[src/rtl/ascon_req_arbiter_if.sv]
// Request/response and core-side signal bundle for the two-port Ascon job arbiter.
// slave = arbiter side, master = requesters plus core side.
interface ascon_req_arbiter_if #(
  parameter int k = 128,
  parameter int l = 40,
  parameter int y = 40
);
  logic         req0_valid, req1_valid;
  logic         req0_ready, req1_ready;
  logic [k-1:0] req0_key, req1_key;
  logic [127:0] req0_nonce, req1_nonce;
  logic [l-1:0] req0_ad, req1_ad;
  logic [y-1:0] req0_pt, req1_pt;
  logic         rsp0_valid, rsp1_valid;
  logic         rsp0_ready, rsp1_ready;
  logic [y-1:0] rsp_ct;
  logic [127:0] rsp_tag;
  logic         rsp_auth, rsp_err;
  logic [k-1:0] core_key;
  logic [127:0] core_nonce;
  logic [l-1:0] core_ad;
  logic [y-1:0] core_pt;
  logic         core_start;
  logic         core_enc_done, core_dec_done, core_auth;
  logic [y-1:0] core_ct;
  logic [127:0] core_tag;
  logic         busy;

  modport slave (
    input  req0_valid, req1_valid, req0_key, req1_key, req0_nonce, req1_nonce,
           req0_ad, req1_ad, req0_pt, req1_pt, rsp0_ready, rsp1_ready,
           core_enc_done, core_dec_done, core_auth, core_ct, core_tag,
    output req0_ready, req1_ready, rsp0_valid, rsp1_valid, rsp_ct, rsp_tag,
           rsp_auth, rsp_err, core_key, core_nonce, core_ad, core_pt, core_start, busy
  );

  modport master (
    output req0_valid, req1_valid, req0_key, req1_key, req0_nonce, req1_nonce,
           req0_ad, req1_ad, req0_pt, req1_pt, rsp0_ready, rsp1_ready,
           core_enc_done, core_dec_done, core_auth, core_ct, core_tag,
    input  req0_ready, req1_ready, rsp0_valid, rsp1_valid, rsp_ct, rsp_tag,
           rsp_auth, rsp_err, core_key, core_nonce, core_ad, core_pt, core_start, busy
  );
endinterface

[src/rtl/ascon_req_arbiter.sv]
// Round-robin sequencer sharing one Ascon AEAD core between two requesters:
// accept a job, pulse core_start, wait for decrypt done or timeout, return result to the granted port.
module ascon_req_arbiter #(
  parameter int k       = 128,
  parameter int l       = 40,
  parameter int y       = 40,
  parameter int TIMEOUT = 4095
) (
  input logic            clk,
  input logic            rst,
  ascon_req_arbiter_if.slave bus
);
  typedef enum logic [1:0] {IDLE, START, WAIT, RESP} state_t;
  localparam logic [15:0] TIMEOUT_CNT = 16'(TIMEOUT);

  state_t       state;
  logic         last, gnt;
  logic         grant0, grant1;
  logic [15:0]  cnt;
  logic [k-1:0] key_q;
  logic [127:0] nonce_q;
  logic [l-1:0] ad_q;
  logic [y-1:0] pt_q;
  logic [y-1:0] ct_q;
  logic [127:0] tag_q;
  logic         auth_q, err_q, start_q, busy_q, rsp0_valid_q, rsp1_valid_q;

  // With both ports valid, the one not granted last wins.
  always_comb begin
    grant0 = bus.req0_valid && (!bus.req1_valid || last);
    grant1 = bus.req1_valid && (!bus.req0_valid || !last);
  end

  assign bus.req0_ready = (state == IDLE) && grant0;
  assign bus.req1_ready = (state == IDLE) && grant1;
  assign bus.rsp0_valid = rsp0_valid_q;
  assign bus.rsp1_valid = rsp1_valid_q;
  assign bus.rsp_ct     = ct_q;
  assign bus.rsp_tag    = tag_q;
  assign bus.rsp_auth   = auth_q;
  assign bus.rsp_err    = err_q;
  assign bus.core_key   = key_q;
  assign bus.core_nonce = nonce_q;
  assign bus.core_ad    = ad_q;
  assign bus.core_pt    = pt_q;
  assign bus.core_start = start_q;
  assign bus.busy       = busy_q;

  always_ff @(posedge clk or posedge rst) begin
    if (rst) begin
      state        <= IDLE;
      last         <= 1'b1;
      gnt          <= 1'b0;
      cnt          <= '0;
      key_q        <= '0;
      nonce_q      <= '0;
      ad_q         <= '0;
      pt_q         <= '0;
      ct_q         <= '0;
      tag_q        <= '0;
      auth_q       <= 1'b0;
      err_q        <= 1'b0;
      start_q      <= 1'b0;
      busy_q       <= 1'b0;
      rsp0_valid_q <= 1'b0;
      rsp1_valid_q <= 1'b0;
    end else begin
      start_q <= 1'b0;
      case (state)
        IDLE: begin
          if (grant0 || grant1) begin
            gnt     <= grant1;
            last    <= grant1;
            key_q   <= grant1 ? bus.req1_key   : bus.req0_key;
            nonce_q <= grant1 ? bus.req1_nonce : bus.req0_nonce;
            ad_q    <= grant1 ? bus.req1_ad    : bus.req0_ad;
            pt_q    <= grant1 ? bus.req1_pt    : bus.req0_pt;
            start_q <= 1'b1;
            busy_q  <= 1'b1;
            state   <= START;
          end
        end
        START: begin
          cnt   <= '0;
          state <= WAIT;
        end
        WAIT: begin
          cnt <= cnt + 16'd1;
          // cnt==0 marks the first WAIT cycle, where done may still be left over from the last job.
          if (cnt != 16'd0 && bus.core_dec_done) begin
            ct_q         <= bus.core_ct;
            tag_q        <= bus.core_tag;
            auth_q       <= bus.core_auth;
            err_q        <= 1'b0;
            rsp0_valid_q <= !gnt;
            rsp1_valid_q <= gnt;
            state        <= RESP;
          end else if (cnt + 16'd1 == TIMEOUT_CNT) begin
            ct_q         <= '0;
            tag_q        <= '0;
            auth_q       <= 1'b0;
            err_q        <= 1'b1;
            rsp0_valid_q <= !gnt;
            rsp1_valid_q <= gnt;
            state        <= RESP;
          end
        end
        RESP: begin
          if (gnt ? bus.rsp1_ready : bus.rsp0_ready) begin
            rsp0_valid_q <= 1'b0;
            rsp1_valid_q <= 1'b0;
            busy_q       <= 1'b0;
            state        <= IDLE;
          end
        end
        default: state <= IDLE;
      endcase
    end
  end
endmodule

[src/flat_wrapper.sv]
// flat-port wrapper written by rule: the top's interface ports become plain ports
module ascon_req_arbiter_flat 
#(
  parameter int k       = 128,
  parameter int l       = 40,
  parameter int y       = 40,
  parameter int TIMEOUT = 4095
)
  (clk, rst, bus_req0_valid, bus_req1_valid, bus_req0_key, bus_req1_key, bus_req0_nonce, bus_req1_nonce, bus_req0_ad, bus_req1_ad, bus_req0_pt, bus_req1_pt, bus_rsp0_ready, bus_rsp1_ready, bus_core_enc_done, bus_core_dec_done, bus_core_auth, bus_core_ct, bus_core_tag, bus_req0_ready, bus_req1_ready, bus_rsp0_valid, bus_rsp1_valid, bus_rsp_ct, bus_rsp_tag, bus_rsp_auth, bus_rsp_err, bus_core_key, bus_core_nonce, bus_core_ad, bus_core_pt, bus_core_start, bus_busy);
  ascon_req_arbiter_if #(.k(k), .l(l), .y(y)) bus_i ();
  input logic clk;
  input logic rst;
  input wire logic [$bits(bus_i.req0_valid)-1:0] bus_req0_valid;
  input wire logic [$bits(bus_i.req1_valid)-1:0] bus_req1_valid;
  input wire logic [$bits(bus_i.req0_key)-1:0] bus_req0_key;
  input wire logic [$bits(bus_i.req1_key)-1:0] bus_req1_key;
  input wire logic [$bits(bus_i.req0_nonce)-1:0] bus_req0_nonce;
  input wire logic [$bits(bus_i.req1_nonce)-1:0] bus_req1_nonce;
  input wire logic [$bits(bus_i.req0_ad)-1:0] bus_req0_ad;
  input wire logic [$bits(bus_i.req1_ad)-1:0] bus_req1_ad;
  input wire logic [$bits(bus_i.req0_pt)-1:0] bus_req0_pt;
  input wire logic [$bits(bus_i.req1_pt)-1:0] bus_req1_pt;
  input wire logic [$bits(bus_i.rsp0_ready)-1:0] bus_rsp0_ready;
  input wire logic [$bits(bus_i.rsp1_ready)-1:0] bus_rsp1_ready;
  input wire logic [$bits(bus_i.core_enc_done)-1:0] bus_core_enc_done;
  input wire logic [$bits(bus_i.core_dec_done)-1:0] bus_core_dec_done;
  input wire logic [$bits(bus_i.core_auth)-1:0] bus_core_auth;
  input wire logic [$bits(bus_i.core_ct)-1:0] bus_core_ct;
  input wire logic [$bits(bus_i.core_tag)-1:0] bus_core_tag;
  output wire logic [$bits(bus_i.req0_ready)-1:0] bus_req0_ready;
  output wire logic [$bits(bus_i.req1_ready)-1:0] bus_req1_ready;
  output wire logic [$bits(bus_i.rsp0_valid)-1:0] bus_rsp0_valid;
  output wire logic [$bits(bus_i.rsp1_valid)-1:0] bus_rsp1_valid;
  output wire logic [$bits(bus_i.rsp_ct)-1:0] bus_rsp_ct;
  output wire logic [$bits(bus_i.rsp_tag)-1:0] bus_rsp_tag;
  output wire logic [$bits(bus_i.rsp_auth)-1:0] bus_rsp_auth;
  output wire logic [$bits(bus_i.rsp_err)-1:0] bus_rsp_err;
  output wire logic [$bits(bus_i.core_key)-1:0] bus_core_key;
  output wire logic [$bits(bus_i.core_nonce)-1:0] bus_core_nonce;
  output wire logic [$bits(bus_i.core_ad)-1:0] bus_core_ad;
  output wire logic [$bits(bus_i.core_pt)-1:0] bus_core_pt;
  output wire logic [$bits(bus_i.core_start)-1:0] bus_core_start;
  output wire logic [$bits(bus_i.busy)-1:0] bus_busy;
  assign bus_i.req0_valid = bus_req0_valid;
  assign bus_i.req1_valid = bus_req1_valid;
  assign bus_i.req0_key = bus_req0_key;
  assign bus_i.req1_key = bus_req1_key;
  assign bus_i.req0_nonce = bus_req0_nonce;
  assign bus_i.req1_nonce = bus_req1_nonce;
  assign bus_i.req0_ad = bus_req0_ad;
  assign bus_i.req1_ad = bus_req1_ad;
  assign bus_i.req0_pt = bus_req0_pt;
  assign bus_i.req1_pt = bus_req1_pt;
  assign bus_i.rsp0_ready = bus_rsp0_ready;
  assign bus_i.rsp1_ready = bus_rsp1_ready;
  assign bus_i.core_enc_done = bus_core_enc_done;
  assign bus_i.core_dec_done = bus_core_dec_done;
  assign bus_i.core_auth = bus_core_auth;
  assign bus_i.core_ct = bus_core_ct;
  assign bus_i.core_tag = bus_core_tag;
  assign bus_req0_ready = bus_i.req0_ready;
  assign bus_req1_ready = bus_i.req1_ready;
  assign bus_rsp0_valid = bus_i.rsp0_valid;
  assign bus_rsp1_valid = bus_i.rsp1_valid;
  assign bus_rsp_ct = bus_i.rsp_ct;
  assign bus_rsp_tag = bus_i.rsp_tag;
  assign bus_rsp_auth = bus_i.rsp_auth;
  assign bus_rsp_err = bus_i.rsp_err;
  assign bus_core_key = bus_i.core_key;
  assign bus_core_nonce = bus_i.core_nonce;
  assign bus_core_ad = bus_i.core_ad;
  assign bus_core_pt = bus_i.core_pt;
  assign bus_core_start = bus_i.core_start;
  assign bus_busy = bus_i.busy;
  ascon_req_arbiter #(.k(k), .l(l), .y(y), .TIMEOUT(TIMEOUT)) u_core (.clk(clk), .rst(rst), .bus(bus_i));
endmodule
[config.mk]
export PLATFORM = sky130hd
export DESIGN_NAME = ascon_req_arbiter_flat
export DESIGN_NICKNAME = d
export VERILOG_FILES = /design/src/rtl/ascon_req_arbiter_if.sv /design/src/rtl/ascon_req_arbiter.sv /design/src/flat_wrapper.sv
export SDC_FILE = /design/constraint.sdc
export NUM_CORES = 1
export LEC_CHECK = 0
export ABC_AREA = 0
export BUFFER_PORTS_ARGS = -buffer_cell sky130_fd_sc_hd__buf_2
export CAP_MARGIN = 20
export CORE_AREA = 2 2 524 526
export DETAILED_ROUTE_END_ITERATION = 7
export DIE_AREA = 0 0 526 528
export SETUP_SLACK_MARGIN = 0.2
export SYNTH_ARGS = -nofsm -noshare
export SYNTH_HDL_FRONTEND = slang
export SYNTH_SLANG_ARGS = --single-unit
export TNS_END_PERCENT = 1
[constraint.sdc]
create_clock -name clk -period 29.1 [get_ports clk]
set_input_delay 5.82 -clock clk [delete_from_list [all_inputs] [get_ports clk]]
set_output_delay 5.82 -clock clk [all_outputs]
set_load 0.005 [all_outputs]
==> impl_metrics.yaml <==
run_status:
  outcome: "finished, final reports clean"
clock_network:
  clock_latency_ps: 800
  hold_buffers: 0
  tritoncts_num_sinks: 530
  maximum_root_to_sink_buffer_count: 4
  cts_inserted_buffers: 79
  cts.root.buffer_cell: "sky130_fd_sc_hd__clkbuf_16"
  clk_transition_reported_paths_ps: 60
  cts_resized: 0
  post_cts_repair_setup_buffers: 0
  ctsHtreeMaxLevel: 3
  cts_tree: "done"
global_route:
  global_route.usage.total_pct: 14.66
  grt_remaining_overflow: 0
  global_route.usage.met3_pct: 9.680
  globalRouteMet1Util_pct: 15.69
  grt_antenna_before_repair: 376
  grt_max_degree: 108
  grt_use_met2_pct: 22.46
  grt_first_pass_wirelength_mm: 259.9
  grt_pass1_vias: 22800
  global_route.peak_usage_layer: "met2"
place:
  numPortBuffers: 1359
  post_dp_hpwl_mm: 184.2
  globalplace.congestion: 0.9769
worst_setup_path:
  timing.critical_path.mode_cell: "sky130_fd_sc_hd__buf_2"
  timing.critical_path.max_delay_family: "buffers and inverters"
  cp-end-kind: "output pin"
  worst_ep_required_time_ps: 23280
  endpoint: "bus_req1_ready"
  critical-path-max-stage-delay_ps: 190
  setup.worst_path.start: "bus_req1_valid"
  worstPathCellList: "buf_2, a21boi_4, and2_1, buf_2"
  critPathSlowestCell: "sky130_fd_sc_hd__a21boi_4"
  crit-reg2reg-launch: "u_core.state[0]"
  crit_arrival_ps: 6440
  worst-r2r-setup-slack_ps: 23630
  reg2reg_to: "u_core.bus.core_pt[19]"
  type_of_the_worst_setup_path: "in -> out"
  crit_fanout: 5
  worst_setup_path_start_kind: "input pin"
  critical_path.n_buffers_inverters: 2
  ff2ff_path_depth: 9
  instance_count_on_the_critical_path: 4
power_and_ir_drop:
  power_leakage_nw: 16.93
  power.ir.vdd_worst_v: 0.00004935
  power_per_cell_area_nw_per_um2: 96.13
  total_power_mw: 3.642
synthesis:
  synth_async_sr_flop_share_pct: 100.0
  mappedNetlistNets: 3085
  synth_cell_types: 50
  synth_seq_cells: 530
  syn_inst: 2229
  ys_seq_area_share_pct: 54.43
  yosysTopAreaCell: "sky130_fd_sc_hd__dfrtp_1"
  yosysMostFrequentCell: "sky130_fd_sc_hd__dfrtp_1"
  synth_top_cells_by_count: "sky130_fd_sc_hd__dfrtp_1, sky130_fd_sc_hd__o21ai_0, sky130_fd_sc_hd__nand2_1"
  synth.avg_cell_area_sq_um: 10.93
  number_of_enable_flip_flop_cells_after_synthesis: 0
  synthesis.yosys.warnings: 0
  synth_top_flop_cell: "sky130_fd_sc_hd__dfrtp_1"
  synthTopCellsByArea: "sky130_fd_sc_hd__dfrtp_1, sky130_fd_sc_hd__mux2i_1, sky130_fd_sc_hd__o21ai_0"
  synth_top_area_share_pct: 54.32
  mappedNetlistArea_sq_um: 24370
drt:
  drt-vias-per-instance: 3.374
  vias: 24550
  route.antenna.remaining_nets: 0
  detailedRoute.firstPassIterationCount: 5
  drc_errors: 0
  first_iter_violations: 1244
  drt-total-wl_mm: 212.0
  post_drt_wl_per_cell_um: 29.13
sta:
  max_freq_mhz: 81.59
  unrepaired_setup_endpoints_after_global_routing: "no"
  slew-limit-headroom_pct: 30.91
  fin_crit_sh_pct: 42.12
  worst-slew-pin-transition_ps: 1036
  final.min_clock_period_ps: 12260
  setup_tns_ps: 0
  count_of_endpoints_failing_hold_in_the_final_timing_report: 0
  final-setup-viol-count: 0
  fin_skew_ps: 46.67
  maxSlewViolCount: 0
min_path:
  hold_path_class: "reg -> reg"
  worst_hold_startpoint: "u_core.bus.core_key[117]"
run:
  maxCapViolations: 0
floorplan:
  initial_cell_density_of_the_core_pct: 8.946
  rows: 192
  vertical_extent_of_the_die_um: 528
  floorplan.core_area_sq_um: 272400
  die_width_um: 526
  ios: 1361
  die-area_sq_um: 277700
final_layout:
  area.growth.synth_to_final_pct: 55.46
  design.final.nets: 4376
  layout-drive-gt1-share_pct: 45.03
[state kept, by name (all words and copies together), names as in the netlist]
signal	flops
u_core.bus.core_key	128
u_core.bus.rsp_ct	40
u_core.bus.rsp_err	1
u_core.bus.core_pt	40
u_core.bus.rsp1_valid	1
u_core.bus.rsp_auth	1
u_core.state	2
u_core.cnt	16
u_core.bus.rsp_tag	128
u_core.bus.core_nonce	128
u_core.bus.core_start	1
u_core.bus.busy	1
u_core.bus.rsp0_valid	1
u_core.bus.core_ad	40
u_core.gnt	1
u_core.last	1
[cells by family (layout without fill, tap and decap cells)]
group                    Yosys count  count (layout)  synth area share, %
AO/OA/AOI/OAI                    730             730                20.45
XOR/XNOR                           1               1              0.03595
adder cells (fa/ha/maj)            7               7               0.3594
buffers and inverters            203            1543                3.537
flip-flops                       530             530                54.43
multiplexers                     346             346                14.22
other                              0             118                    0
AND/OR/NAND/NOR                  412             412                6.967
[power by group]
part           total (mW)  internal [mW]  switching, mW
logic                1.49          0.591          0.899
clock network       0.936          0.540          0.396
registers            1.22           1.04          0.177
total                3.64           2.17           1.47
[worst min path at each step]
stage	cells after the start	to	slack (ps)
after CTS	2	u_core.bus.core_key[117]	480
final	2	u_core.bus.core_key[117]	470
after global placement	2	u_core.bus.core_nonce[101]	460
after floorplan	2	u_core.bus.core_ad[0]	470
after global routing	2	u_core.bus.core_nonce[31]	490
after detailed placement	2	u_core.bus.core_nonce[101]	460
[worst reg2reg max path, delay by kind of cell (launching register included)]
kind	cells	cell delay, ps
AO/OA/AOI/OAI	2	550
flip-flops	1	370
buffers and inverters	6	4080
adder cells (fa/ha/maj)	1	310
[final cells by class]
cell class	instances	area [sq um]
repair buffers	1389	7039
diodes	118	295.3
multi-input cells	1496	10280
well taps	3589	4491
clock inverters	24	200.2
inverters	24	102.6
clock buffers	106	2210
flip-flops and latches	530	13260
fillers	31110	234500
[stage by stage]
stage	hold slack (ps)	utilization [%]	setup WS, ps	instances	cell area, sq um
3_5_place_dp	464.9	12.91	16850	7028	35180
2_1_floorplan	473.3	-	8471	2229	24370
4_1_cts	477.2	13.80	16850	7158	37590
3_3_place_gp	457.1	12.91	16860	7028	35180
6_report	471.8	13.91	16840	7276	37890
5_1_grt	489.0	13.87	16810	7234	37780
[layer usage]
layer / routed length, um / vias up
met5: 1358 / -
met4: 12020 / 208
met3: 32540 / 696
met2: 89930 / 1713
met1: 76120 / 11260
li1: - / 10680
[placed cells by master (no fill, tap or decap), types with 2 or more instances in the layout]
master,instances
sky130_fd_sc_hd__dfrtp_1,529
sky130_fd_sc_hd__clkinv_4,4
sky130_fd_sc_hd__mux2i_1,345
sky130_fd_sc_hd__clkinv_2,9
sky130_fd_sc_hd__nor2_1,19
sky130_fd_sc_hd__clkbuf_16,80
sky130_fd_sc_hd__o22ai_1,7
sky130_fd_sc_hd__clkinvlp_4,4
sky130_fd_sc_hd__and2_1,2
sky130_fd_sc_hd__nor3_1,2
sky130_fd_sc_hd__nand3_1,5
sky130_fd_sc_hd__o21ai_0,352
sky130_fd_sc_hd__nand2_1,349
sky130_fd_sc_hd__ha_1,7
sky130_fd_sc_hd__nor2b_1,6
sky130_fd_sc_hd__and4_1,4
sky130_fd_sc_hd__inv_6,6
sky130_fd_sc_hd__a21bo_2,89
sky130_fd_sc_hd__and3_1,2
sky130_fd_sc_hd__a31oi_1,3
sky130_fd_sc_hd__clkbuf_8,11
sky130_fd_sc_hd__buf_2,1359
sky130_fd_sc_hd__inv_1,22
sky130_fd_sc_hd__diode_2,118
sky130_fd_sc_hd__a21oi_1,15
sky130_fd_sc_hd__o31a_1,2
sky130_fd_sc_hd__a41oi_1,2
sky130_fd_sc_hd__nor4_1,3
sky130_fd_sc_hd__clkbuf_1,15
sky130_fd_sc_hd__nor3b_1,3
sky130_fd_sc_hd__a21bo_1,80
sky130_fd_sc_hd__nand4_1,8
sky130_fd_sc_hd__a22oi_1,169
sky130_fd_sc_hd__buf_4,29
(Power assumes the default switching activity.)
